**config.mk**
```make
export PLATFORM = sky130hd
export DESIGN_NAME = config_chain_loader
export DESIGN_NICKNAME = d
export VERILOG_FILES = /design/src/rtl/config_loader_pkg.sv /design/src/rtl/config_word_serializer.sv /design/src/rtl/config_chain_loader.sv
export SDC_FILE = /design/constraint.sdc
export NUM_CORES = 1
export LEC_CHECK = 0
export BUFFER_PORTS_ARGS = -buffer_cell sky130_fd_sc_hd__buf_2
export CORE_ASPECT_RATIO = 1.5
export CORE_MARGIN = 2
export CORE_UTILIZATION = 40
export DETAILED_ROUTE_END_ITERATION = 12
export PLACE_DENSITY = 0.67
export REMOVE_ABC_BUFFERS = 1
export SKIP_CTS_REPAIR_TIMING = 1
export SYNTH_ARGS = -nofsm -noshare
export SYNTH_HDL_FRONTEND = slang
export SYNTH_SLANG_ARGS = --single-unit
```
**constraint.sdc**
```tcl
create_clock -name clock -period 5.61 [get_ports clock]
set_input_delay 0.561 -clock clock [delete_from_list [all_inputs] [get_ports clock]]
set_output_delay 0.561 -clock clock [all_outputs]
set_load 0.02 [all_outputs]
```
**src/rtl/config_loader_pkg.sv**
```systemverilog
// Shared types and constants for the configuration chain loader.
package config_loader_pkg;

  typedef enum logic [1:0] {
    IDLE  = 2'd0,
    CLEAR = 2'd1,
    LOAD  = 2'd2
  } loader_state_t;

  localparam int DEF_CHAIN_LENGTH = 100;
  localparam int DEF_WORD_WIDTH   = 8;
  localparam int DEF_CLEAR_CYCLES = 2;

  typedef struct packed {
    logic [31:0] words;
    logic [31:0] last_bits;
  } chain_geom_t;

  // Words needed for the chain and bits taken from the final word (a full word when it divides evenly).
  function automatic chain_geom_t chain_geom(input int chain_length, input int word_width);
    chain_geom_t g;
    g.words     = 32'((chain_length + word_width - 1) / word_width);
    g.last_bits = ((chain_length % word_width) == 0) ? 32'(word_width)
                                                     : 32'(chain_length % word_width);
    return g;
  endfunction

endpackage

```
**src/rtl/config_word_serializer.sv**
```systemverilog
// Holding register that takes bitstream words over valid/ready and emits them MSB first,
// one registered bit per cycle; the final word is truncated to LAST_BITS.
module config_word_serializer #(
  parameter int WORD_WIDTH = 8,
  parameter int NUM_WORDS  = 13,
  parameter int LAST_BITS  = 4
) (
  input  logic                  clock,
  input  logic                  reset,
  input  logic                  active,
  input  logic [WORD_WIDTH-1:0] word_data,
  input  logic                  word_valid,
  output logic                  word_ready,
  output logic                  bit_out,
  output logic                  bit_valid
);

  localparam int CW = $clog2(WORD_WIDTH + 1);
  localparam int NW = $clog2(NUM_WORDS + 1);
  localparam logic [CW-1:0] FULL_N   = CW'(WORD_WIDTH);
  localparam logic [CW-1:0] LAST_N   = CW'(LAST_BITS);
  localparam logic [NW-1:0] WORDS_N  = NW'(NUM_WORDS);
  localparam logic [NW-1:0] LAST_IDX = NW'(NUM_WORDS - 1);

  logic [WORD_WIDTH-1:0] hold_q, hold_d;
  logic [CW-1:0]         left_q, left_d;
  logic [NW-1:0]         accepted_q, accepted_d;
  logic                  ready_q, ready_d;
  logic                  bit_q, bit_d;
  logic                  bit_valid_q, bit_valid_d;
  logic                  take;

  always_comb begin
    take       = word_valid && ready_q;
    hold_d     = hold_q;
    left_d     = left_q;
    accepted_d = accepted_q;
    if (!active) begin
      hold_d     = '0;
      left_d     = '0;
      accepted_d = '0;
    end else if (take) begin
      hold_d     = word_data;
      left_d     = (accepted_q == LAST_IDX) ? LAST_N : FULL_N;
      accepted_d = accepted_q + NW'(1);
    end else if (left_q != '0) begin
      hold_d = hold_q << 1;
      left_d = left_q - CW'(1);
    end
    // Ready while the next cycle shifts the last bit (or nothing), so words stream without a bubble.
    ready_d     = active && (left_d <= CW'(1)) && (accepted_d != WORDS_N);
    bit_valid_d = (left_d != '0);
    bit_d       = bit_valid_d && hold_d[WORD_WIDTH-1];
  end

  always_ff @(posedge clock) begin
    if (reset) begin
      hold_q      <= '0;
      left_q      <= '0;
      accepted_q  <= '0;
      ready_q     <= 1'b0;
      bit_q       <= 1'b0;
      bit_valid_q <= 1'b0;
    end else begin
      hold_q      <= hold_d;
      left_q      <= left_d;
      accepted_q  <= accepted_d;
      ready_q     <= ready_d;
      bit_q       <= bit_d;
      bit_valid_q <= bit_valid_d;
    end
  end

  assign word_ready = ready_q;
  assign bit_out    = bit_q;
  assign bit_valid  = bit_valid_q;

endmodule

```
**src/rtl/config_chain_loader.sv**
```systemverilog
// Clears the tile configuration chain, then shifts exactly CHAIN_LENGTH bitstream bits into it
// while checking the chain return for continuity.
//   state | meaning
//   IDLE  | waiting for start; done/error hold the last load's result
//   CLEAR | config_nreset low for CLEAR_CYCLES cycles
//   LOAD  | words accepted and shifted until CHAIN_LENGTH bits are in
module config_chain_loader
  import config_loader_pkg::*;
#(
  parameter int CHAIN_LENGTH = DEF_CHAIN_LENGTH,
  parameter int WORD_WIDTH   = DEF_WORD_WIDTH,
  parameter int CLEAR_CYCLES = DEF_CLEAR_CYCLES
) (
  input  logic                  clock,
  input  logic                  reset,
  input  logic                  start,
  input  logic [WORD_WIDTH-1:0] word_data,
  input  logic                  word_valid,
  output logic                  word_ready,
  output logic                  config_out,
  output logic                  config_enable,
  output logic                  config_nreset,
  input  logic                  chain_return,
  output logic                  busy,
  output logic                  done,
  output logic                  error
);

  localparam chain_geom_t GEOM = chain_geom(CHAIN_LENGTH, WORD_WIDTH);
  localparam int BW = $clog2(CHAIN_LENGTH + 1);
  localparam int KW = $clog2(CLEAR_CYCLES) + 1;
  localparam logic [BW-1:0] LAST_BIT   = BW'(CHAIN_LENGTH);
  localparam logic [KW-1:0] CLEAR_LOAD = KW'(CLEAR_CYCLES - 1);

  loader_state_t state_q, state_d;
  logic [BW-1:0] bit_cnt_q, bit_cnt_d;
  logic [KW-1:0] clr_cnt_q, clr_cnt_d;
  logic          nreset_q, nreset_d;
  logic          busy_q, busy_d;
  logic          done_q, done_d;
  logic          error_q, error_d;
  logic          shift_en;
  logic          shift_bit;

  config_word_serializer #(
    .WORD_WIDTH (WORD_WIDTH),
    .NUM_WORDS  (int'(GEOM.words)),
    .LAST_BITS  (int'(GEOM.last_bits))
  ) u_serializer (
    .clock      (clock),
    .reset      (reset),
    .active     (state_d == LOAD),
    .word_data  (word_data),
    .word_valid (word_valid),
    .word_ready (word_ready),
    .bit_out    (shift_bit),
    .bit_valid  (shift_en)
  );

  always_comb begin
    state_d   = state_q;
    bit_cnt_d = bit_cnt_q;
    clr_cnt_d = clr_cnt_q;
    done_d    = done_q;
    error_d   = error_q;
    case (state_q)
      IDLE: begin
        if (start) begin
          state_d   = CLEAR;
          clr_cnt_d = CLEAR_LOAD;
          done_d    = 1'b0;
          error_d   = 1'b0;
        end
      end
      CLEAR: begin
        if (clr_cnt_q == '0) begin
          state_d   = LOAD;
          bit_cnt_d = '0;
        end else begin
          clr_cnt_d = clr_cnt_q - KW'(1);
        end
      end
      LOAD: begin
        if (shift_en && (bit_cnt_q != LAST_BIT)) bit_cnt_d = bit_cnt_q + BW'(1);
        // The chain was just cleared, so any 1 coming back during a shift is a break.
        if (shift_en && chain_return) error_d = 1'b1;
        if (bit_cnt_d == LAST_BIT) begin
          state_d = IDLE;
          done_d  = 1'b1;
        end
      end
      default: state_d = IDLE;
    endcase
    busy_d   = (state_d != IDLE);
    nreset_d = (state_d != CLEAR);
  end

  always_ff @(posedge clock) begin
    if (reset) begin
      state_q   <= IDLE;
      bit_cnt_q <= '0;
      clr_cnt_q <= '0;
      nreset_q  <= 1'b0;
      busy_q    <= 1'b0;
      done_q    <= 1'b0;
      error_q   <= 1'b0;
    end else begin
      state_q   <= state_d;
      bit_cnt_q <= bit_cnt_d;
      clr_cnt_q <= clr_cnt_d;
      nreset_q  <= nreset_d;
      busy_q    <= busy_d;
      done_q    <= done_d;
      error_q   <= error_d;
    end
  end

  assign config_out    = shift_bit;
  assign config_enable = shift_en;
  assign config_nreset = nreset_q;
  assign busy          = busy_q;
  assign done          = done_q;
  assign error         = error_q;

endmodule

```
==> results of run 1 <==
[cell families after synthesis]
group	after synthesis	synth area share, %
compound gates	45	18.6
xor+xnor	7	3.49
fa+ha+maj	6	4.27
buf+inv	26	6.48
flops	34	38.7
mux	8	4.56
simple gates	78	23.9
[routing by layer]
metal	part of all wire [%]	GRT usage (%)
met1	44	19.0
met2	51	27.3
met3	3.6	3.96
met4	1.6	7.40
met5	0	0
[final cells by class]
| type | instances | area (µm²) | share of cell area, % |
|---|---|---|---|
| inverter | 15 | 56.3 | 2.82 |
| multi-input combinational | 144 | 967 | 48.5 |
| tap | 46 | 57.6 | 2.89 |
| clock inverter | 3 | 68.8 | 3.45 |
| clock buffer | 5 | 68.8 | 3.45 |
| timing repair buffer | 19 | 95.1 | 4.77 |
| sequential | 34 | 681 | 34.1 |
[worst min path at each step]
stage	start	endpoint	slack, ns	depth (start not counted)
detailed placement	error$_SDFFE_PP0P_	error$_SDFFE_PP0P_	0.47	2
global placement	error$_SDFFE_PP0P_	error$_SDFFE_PP0P_	0.47	2
floorplan	clr_cnt_q[1]$_SDFFE_PP0P_	clr_cnt_q[1]$_SDFFE_PP0P_	0.46	2
finish	clr_cnt_q[1]$_SDFFE_PP0P_	clr_cnt_q[1]$_SDFFE_PP0P_	0.51	2
CTS	clr_cnt_q[1]$_SDFFE_PP0P_	clr_cnt_q[1]$_SDFFE_PP0P_	0.51	2
global route	clr_cnt_q[1]$_SDFFE_PP0P_	clr_cnt_q[1]$_SDFFE_PP0P_	0.53	2
[stage by stage]
| stage | area, µm² | hold WS [ns] | worst slack, ns | cells |
|---|---|---|---|---|
| floorplan | 1700 | 0.457 | 3.09 | 193 |
| global placement | 1860 | 0.466 | 3.03 | 258 |
| detailed placement | 1860 | 0.472 | 2.97 | 258 |
| CTS | 1990 | 0.510 | 2.98 | 266 |
| global route | 1990 | 0.530 | 2.75 | 266 |
| finish | 1990 | 0.506 | 2.97 | 266 |
[power groups by stage]
| stage | sequential, W | clock [W] | combinational, W |
|---|---|---|---|
| floorplan | 0.000260 | 0 | 0.0000288 |
| global placement | 0.000258 | 0 | 0.0000496 |
| detailed placement | 0.000258 | 0 | 0.0000499 |
| CTS | 0.000252 | 0.000279 | 0.0000500 |
| global route | 0.000253 | 0.000288 | 0.0000558 |
| finish | 0.000252 | 0.000275 | 0.0000498 |
[state kept, by name, summed over array words and instances, names as in the netlist, 2 cells and up]
| name | flops |
|---|---|
| u_serializer.accepted_q | 4 |
| clr_cnt_q | 2 |
| u_serializer.hold_q | 8 |
| bit_cnt_q | 7 |
| u_serializer.left_q | 4 |
| state_q | 2 |
[critical path, cell delays in order (launching register included)]
cell and delay (ns):
dfxtp_1 0.40, inv_1 0.11, ha_1 0.14, nand2_1 0.08, or3_4 0.38, a2111oi_4 0.37
o211ai_2 0.13, a21boi_2 0.72, a2111oi_0 0.15
[cell usage after synthesis, drive strengths merged (2+ instances only)]
master / n / area, µm²
ha: 6 / 75.1
xnor2: 4 / 35.0
nand4: 4 / 25.0
and3: 3 / 18.8
o311ai: 2 / 17.5
nand2: 11 / 41.3
nand3: 10 / 50.1
clkbuf: 8 / 30.0
o21ai: 7 / 35.0
xor2: 3 / 26.3
a2111oi: 8 / 88.8
nor4: 4 / 25.0
o211ai: 2 / 20.0
nor2: 17 / 63.8
or3: 3 / 23.8
a211oi: 2 / 15.0
nand3b: 2 / 27.5
inv: 15 / 56.3
nor3: 14 / 70.1
nor3b: 2 / 15.0
mux2i: 8 / 80.1
dfxtp: 34 / 681
buf: 3 / 27.5
a21oi: 13 / 68.8
a21o: 2 / 15.0
a31oi: 4 / 25.0
==> metrics.txt, run 1 <==
run status=completed; Gate power share=8.6%; unrepaired setup endpoints after global routing=no; PortBufs=19; FMAX=0.379 GHz; CP Launch Type=flip-flop; post-synthesis cell count=204; fin crit share=47.0%; reg2reg path depth=8; DRC=0; fillcell total=433; maximum fanout along the worst path=21; DP HPWL=2.47 mm; max cap viols=0; CTS root buf=clkbuf_8; most common cell after layout, fill and taps aside=dfxtp_1; Pint=0.000441 W; io pins=20; WP data required=5.74 ns; initial antenna violation count=0; Clk pwr share=47.6%; Initial Utilization=41.7%; drt first pass iters=4; Async SR Flop Fraction=0%; Initial DRC Count=65; ys flop type=dfxtp_1; Final Net Count=238; Switching Power=0.000135 W; row cnt=29; H-Tree Depth=2; Critical path origin=bit_cnt_q[0]$_SDFFE_PP0P_; P&R area growth vs syn=13.5%; Fin. Hold Viols=0; number of global-route vias before repair=1,433; Final min period=2.64 ns; largest net degree at the start of global routing=33; WL final=3.56 mm; synth unique cells=46; vias per cell=5.59; Slew headroom=28.7%; Max clock buf depth=2; Synth Cell Area=1760 µm²; Power, Total=0.000577 W; final setup vio count=0; Syn Area/Cell=8.61 µm²; Sum Neg Setup Slack=0 ns; min-delay worst type=reg2reg; Max Transition Viols Final=0; crit path to=u_serializer.hold_q[4]$_SDFFE_PP0P_; synth warn=0; Die Ht=85.2 µm; grt ovf=0; sequential fraction of the synthesis area=38.7%; layout cells sized above 1=15.9%; Worst Setup Path Type=reg2reg; switching share of power=23.5%; Core Box Area=4210 µm²; Total GRT Usage=16.2%; Num CTS Buffers=5; pwr dens=289 nW/µm²; CTS sink count=34; slew at the pin with the worst max-slew slack=1.06 ns; via count=1,486; Die Wd=58.1 µm; VDD IR max=0.219 mV; first-pass GRT wire length=6.29 mm; die area=4950 µm²; clk_skew=0.00468 ns; total inserted antenna cells=0; Critical Path Sink Type=flip-flop; worst r2r src=bit_cnt_q[0]$_SDFFE_PP0P_; number of synthesized flops with an enable pin=0; post-route ant nets=0; leakage power=0.808 nW; Core Util, Final=47.4%; worst-skew pair later-pin latency=0.29 ns; commonest non-fill, non-tap cells in the layout=dfxtp_1, buf_2, nor2_1; Clk pin slew, worst setup/hold paths=0.08 ns; part of the power in registers=43.7%; r2r setup slk=2.97 ns; FF+latch count, synth=34; routability cong.=0.831; Worst Path Arrival=2.77 ns; routed length per instance=13.4 µm; TritonCTS clock tree=built; FF-to-FF End=u_serializer.hold_q[4]$_SDFFE_PP0P_
Note: power is estimated with default switching activity, not from simulation.
==> inputs of run 2 (changes only) <==
ABC_AREA = 1   (was default)
clock period = 2.6 ns   (was 5.61 ns; I/O delays follow)
==> metrics.txt, run 2 <==
routed length per instance=11.6 µm; commonest non-fill, non-tap cells in the layout=nand2_1, inv_1, dfxtp_1; via count=1,504; WL final=3.45 mm; final setup vio count=0; fin crit share=77.6%; compound-gate portion of the synthesized area=11.1%; unrepaired setup endpoints after global routing=no; Die Ht=84.2 µm; Worst Setup Path Type=reg2reg; H-Tree Depth=2; Final min period=2.02 ns; r2r setup slk=0.58 ns; grt ovf=0; synth unique cells=33; dpl cells=289; Initial Utilization=41.1%; drt first pass iters=4; switching share of power=27.2%; Post-Synth XOR/XNOR Area=3.57%; post-route ant nets=0; Max clock buf depth=2; Post-Synth Adder-Cell Area=4.37%; Core Util, Final=46.2%; reg2reg path depth=14; Num CTS Buffers=5; Area contributors post-synth=dfxtp_1, nand2_1, inv_1; Yosys top cell area share=39.7%; die area=4840 µm²; FF-to-FF End=u_serializer.bit_out$_SDFF_PP0_; ys flop type=dfxtp_1; P&R area growth vs syn=12.3%; TritonCTS clock tree=built; Clk pin slew, worst setup/hold paths=0.07 ns; biggest regs=u_serializer.hold_q x8, bit_cnt_q x7; maximum fanout along the worst path=18; initial antenna violation count=0; VDD IR max=0.565 mV; Total GRT Usage=16.4%; worst-skew pair later-pin latency=0.28 ns; count leader, synth=nand2_1; fillcell total=433; largest family of logic cells by synthesized area=simple AND/OR/NAND/NOR gates; register area=681 µm²; Hold EP=u_serializer.hold_q[0]$_SDFFE_PP0P_; Sum Neg Setup Slack=0 ns; Syn Area/Cell=7.53 µm²; post-synth top area cell=dfxtp_1; HP Start=word_data[0]; post-synthesis mux area share=0%; Worst Path Arrival=2.17 ns; worst r2r src=bit_cnt_q[0]$_SDFFE_PP0P_; Switching Power=0.000295 W; Slew headroom=65.4%; critical path's most frequent cell=nand2_1; PortBufs=19; Critical Path Sink Type=flip-flop; Synth Cell Area=1720 µm²; Max Transition Viols Final=0; largest register by flop count=u_serializer.hold_q; vias per cell=5.06; Cell Chain, Critical Path=inv_1 -> ha_1 -> nand2_1 -> inv_1 -> nand3_4 -> nand2_4 -> nand2_1 -> nand3_1 -> nor2_1 -> nand2_1 -> nand2_2 -> nand2_4 -> nand2_8 -> nor3_1; area of the multi-input gates=865 µm²; sequential fraction of the synthesis area=39.7%; run status=completed; io pins=20; row cnt=29; Fin. Hold Viols=0; DP HPWL=2.68 mm; CTS sink count=34; Async SR Flop Fraction=0%; FF+latch count, synth=34; max reg flops=8; FMAX=0.496 GHz; Gate power share=12.9%; Clk pwr share=37.0%; Max stage delay on crit path=0.44 ns; DRC=0; total inserted antenna cells=0; CP Launch Type=flip-flop; part of the power in registers=50.1%; largest net degree at the start of global routing=19; Final Net Count=269; WP data required=2.75 ns; slew at the pin with the worst max-slew slack=0.514 ns; worst hold slack=0.227 ns; CP max stage cell=dfxtp_1; first-pass GRT wire length=6.29 mm; number of global-route vias before repair=1,551; CTS root buf=clkbuf_8; number of synthesized flops with an enable pin=0; simple-gate share of the synthesized area=31.3%; synth warn=0; commonest cells in the netlist=nand2_1, dfxtp_1, inv_1; pwr dens=563 nW/µm²; Core Box Area=4170 µm²; post-synthesis cell count=228; Hold Crit Depth=3; clk_skew=0.00365 ns; Initial DRC Count=61; min-delay worst type=in2reg; Pint=0.000791 W; Finished Layout Cells=297; max cap viols=0; layout cells sized above 1=19.5%; Die Wd=57.5 µm; routability cong.=0.854; most common cell after layout, fill and taps aside=nand2_1; leakage power=0.835 nW
-- run 2: cell types whose count changed in the layout (fill, tap and decap cells not counted), moves of 4 or more --
cell | previous run | this run
nor3_1 | 14 | 1
a2111oi_0 | 7 | 0
nor2_1 | 17 | 21
inv_1 | 15 | 34
nand2_1 | 11 | 46
nor2_2 | 0 | 10
mux2i_1 | 8 | 0
-- run 2: through the flow --
step / cell area [µm²] / setup WS (ns) / power, W
after floorplan: 1680 / 0.840 / 0.000654
after global placement: 1830 / 0.595 / 0.000695
after detailed placement: 1830 / 0.595 / 0.000697
after CTS: 1930 / 0.570 / 0.00110
after global routing: 1930 / 0.302 / 0.00114
final: 1930 / 0.584 / 0.00109
-- run 2: how the worst max path moves through the flow --
stage | start | to | slack [ns] | cells past startpoint
after floorplan | bit_cnt_q[0]$_SDFFE_PP0P_ | u_serializer.bit_out$_SDFF_PP0_ | 0.84 | 16
after global placement | bit_cnt_q[0]$_SDFFE_PP0P_ | u_serializer.bit_out$_SDFF_PP0_ | 0.60 | 14
after detailed placement | bit_cnt_q[0]$_SDFFE_PP0P_ | u_serializer.bit_out$_SDFF_PP0_ | 0.60 | 14
after CTS | bit_cnt_q[0]$_SDFFE_PP0P_ | u_serializer.bit_out$_SDFF_PP0_ | 0.57 | 14
after global routing | bit_cnt_q[0]$_SDFFE_PP0P_ | u_serializer.bit_out$_SDFF_PP0_ | 0.30 | 16
final | bit_cnt_q[0]$_SDFFE_PP0P_ | u_serializer.bit_out$_SDFF_PP0_ | 0.58 | 14
-- run 2: cells by family (layout without fill, tap and decap cells) --
group                    count (synthesis)  after routing
AND/OR/NAND/NOR                        109            109
buffers and inverters                   40             63
adder cells (fa/ha/maj)                  6              6
AO/OA/AOI/OAI                           32             32
flip-flops                              34             34
XOR/XNOR                                 7              7
-- run 2: power by group through the flow --
stage / sequential [W] / clock [W] / combinational (W)
6_report: 0.000544 / 0.000402 / 0.000140
3_5_place_dp: 0.000556 / 0 / 0.000141
5_1_grt: 0.000546 / 0.000439 / 0.000159
3_3_place_gp: 0.000555 / 0 / 0.000140
2_1_floorplan: 0.000563 / 0 / 0.0000906
4_1_cts: 0.000544 / 0.000412 / 0.000142
-- run 2: per-layer routing --
layer | up-vias | track usage (%) | routed length (µm)
met5 | - | 0 | 0
met4 | 0 | 6.55 | 54
met3 | 6 | 4.78 | 106
met2 | 23 | 31.6 | 1890
met1 | 694 | 15.4 | 1400
li1 | 781 | - | -
-- run 2: cell type report --
cell class	instances	area share, %
clock buffers	6	4.28
clock inverters	2	0.649
inverters	36	7.01
multi-input cells	154	44.8
flip-flops and latches	34	35.3
well taps	46	2.99
repair buffers	19	4.93
-- run 2: critical path: cells and delay by family, from the launching register on --
kind / cells / cell delay [ns]
AND/OR/NAND/NOR: 11 / 1.07
flip-flops: 1 / 0.44
adder cells (fa/ha/maj): 1 / 0.20
buffers and inverters: 2 / 0.16
==> inputs of run 3 (changes only) <==
ABC_AREA = 0   (was 1)
clock period = 2 ns   (was 2.6 ns; I/O delays follow)
==> metrics.txt, run 3 (synthesis gave the netlist of run 1 again) <==
run status=complete, but fails checks; failing checks=negative setup slack; worst-skew pair later-pin latency=0.29 ns; clk_skew=0.00360 ns; row cnt=29; Max clock buf depth=2; drt first pass iters=4; Die Ht=85.2 µm; WL final=3.90 mm; Final min period=2.10 ns; WP data required=2.15 ns; CP top delay family=compound AO/OA/AOI/OAI gates; Max Transition Viols Final=0; routed length per instance=13.7 µm; Max stage delay on crit path=0.35 ns; grt ovf=0; commonest non-fill, non-tap cells in the layout=dfxtp_1, buf_2, nor2_1; DP HPWL=2.64 mm; worst hold slack=0.189 ns; H-Tree Depth=2; first-pass GRT wire length=6.71 mm; FMAX=0.477 GHz; slew at the pin with the worst max-slew slack=0.562 ns; largest net degree at the start of global routing=33; number of global-route vias before repair=1,582; fin crit share=105%; min-delay worst type=in2reg; Slew headroom=62.5%; Sum Neg Setup Slack=-1.36 ns; layout cells sized above 1=25.1%; CTS sink count=34; Critical Path Sink Type=flip-flop; Num CTS Buffers=5; P&R area growth vs syn=26.7%; Initial Utilization=41.7%; Clk pin slew, worst setup/hold paths=0.07 ns; Power, Total=0.00170 W; leakage power=0.943 nW; Total GRT Usage=17.2%; vias per cell=5.61; die area=4950 µm²; CP max stage cell=or3_4; Cell Chain, Critical Path=inv_2 -> ha_4 -> nand2_4 -> or3_4 -> a2111oi_4 -> o211ai_2 -> a21boi_4 -> clkbuf_16 -> nor3_1; PortBufs=19; Core Box Area=4210 µm²; setup ws final=-0.0950 ns; max reg flops=8; DRC=0; Fin. Hold Viols=0; routability cong.=0.825; maximum fanout along the worst path=5; TritonCTS clock tree=built; largest register by flop count=u_serializer.hold_q; max cap viols=0; most common cell after layout, fill and taps aside=dfxtp_1; biggest regs=u_serializer.hold_q x8, bit_cnt_q x7; Worst Setup Path Type=reg2reg; total inserted antenna cells=0; CTS root buf=clkbuf_8; initial antenna violation count=0; Final Net Count=257; post-route ant nets=0; CP Launch Type=flip-flop; Initial DRC Count=62; VDD IR max=0.808 mV; Die Wd=58.1 µm; via count=1,598; io pins=20; Buf+Inv Stages, Crit Path=2; pwr dens=764 nW/µm²; final setup vio count=21; fillcell total=402; Worst Path Arrival=2.25 ns; unrepaired setup endpoints after global routing=yes
==> run 3: cell types whose count changed in the layout (fill, tap and decap cells not counted), moves of 4 or more <==
cell / before / now
nor2_2: 10 / 0
a2111oi_0: 0 / 6
nand2_1: 46 / 10
inv_1: 34 / 13
nor3_1: 1 / 14
nor2_1: 21 / 17
mux2i_1: 0 / 8
buf_4: 0 / 15
==> run 3: where the power goes <==
group / leakage [nW] / total (W) / switching, W / internal, W
sequential: 0.276 / 0.000708 / 0.0000142 / 0.000694
combinational: 0.596 / 0.000205 / 0.000110 / 0.0000952
clock: 0.0714 / 0.000788 / 0.000256 / 0.000532
==> run 3: area by class of cell <==
| cell class | count | area (µm²) | share of cell area, % |
|---|---|---|---|
| well taps | 46 | 57.6 | 2.59 |
| multi-input cells | 144 | 998 | 44.9 |
| inverters | 15 | 56.3 | 2.53 |
| clock buffers | 6 | 82.6 | 3.71 |
| flip-flops and latches | 34 | 682 | 30.6 |
| repair buffers | 38 | 289 | 13.0 |
| clock inverters | 2 | 60.1 | 2.70 |
==> run 3: final timing paths <==
path	startpoint	end	slack, ns	cells after the start
setup reg to reg	bit_cnt_q[0]$_SDFFE_PP0P_	u_serializer.left_q[2]$_SDFF_PP0_	-0.1	9
hold / removal	word_data[3]	u_serializer.hold_q[3]$_SDFFE_PP0P_	0.19	3
hold reg to reg	error$_SDFFE_PP0P_	error$_SDFFE_PP0P_	0.48	2
setup / recovery	bit_cnt_q[0]$_SDFFE_PP0P_	u_serializer.left_q[2]$_SDFF_PP0_	-0.1	9
==> run 3: worst register-to-register path, stage by stage (launching register included) <==
cell	delay, ns
dfxtp_2	0.32
inv_2	0.07
ha_4	0.14
nand2_4	0.05
or3_4	0.35
a2111oi_4	0.31
o211ai_2	0.16
a21boi_4	0.29
clkbuf_16	0.21
nor3_1	0.05
==> run 3: layer usage <==
metal | vias to the layer above | global-route usage, % | wire length (µm)
met5 | - | 0 | 0
met1 | 755 | 19.3 | 1660
met3 | 6 | 4.73 | 130
met4 | 0 | 8.03 | 64
li1 | 811 | - | -
met2 | 26 | 29.3 | 2040
==> run 3: metrics by stage <==
stage	instance area (µm²)	utilization (%)	worst slack (ns)	instances
CTS	2120	50.5	-0.0676	281
floorplan	1700	-	-0.517	193
global route	2230	52.9	-0.208	285
global placement	1980	47.1	0.0122	273
finish	2230	52.9	-0.0950	285
detailed placement	1980	47.1	-0.0432	273
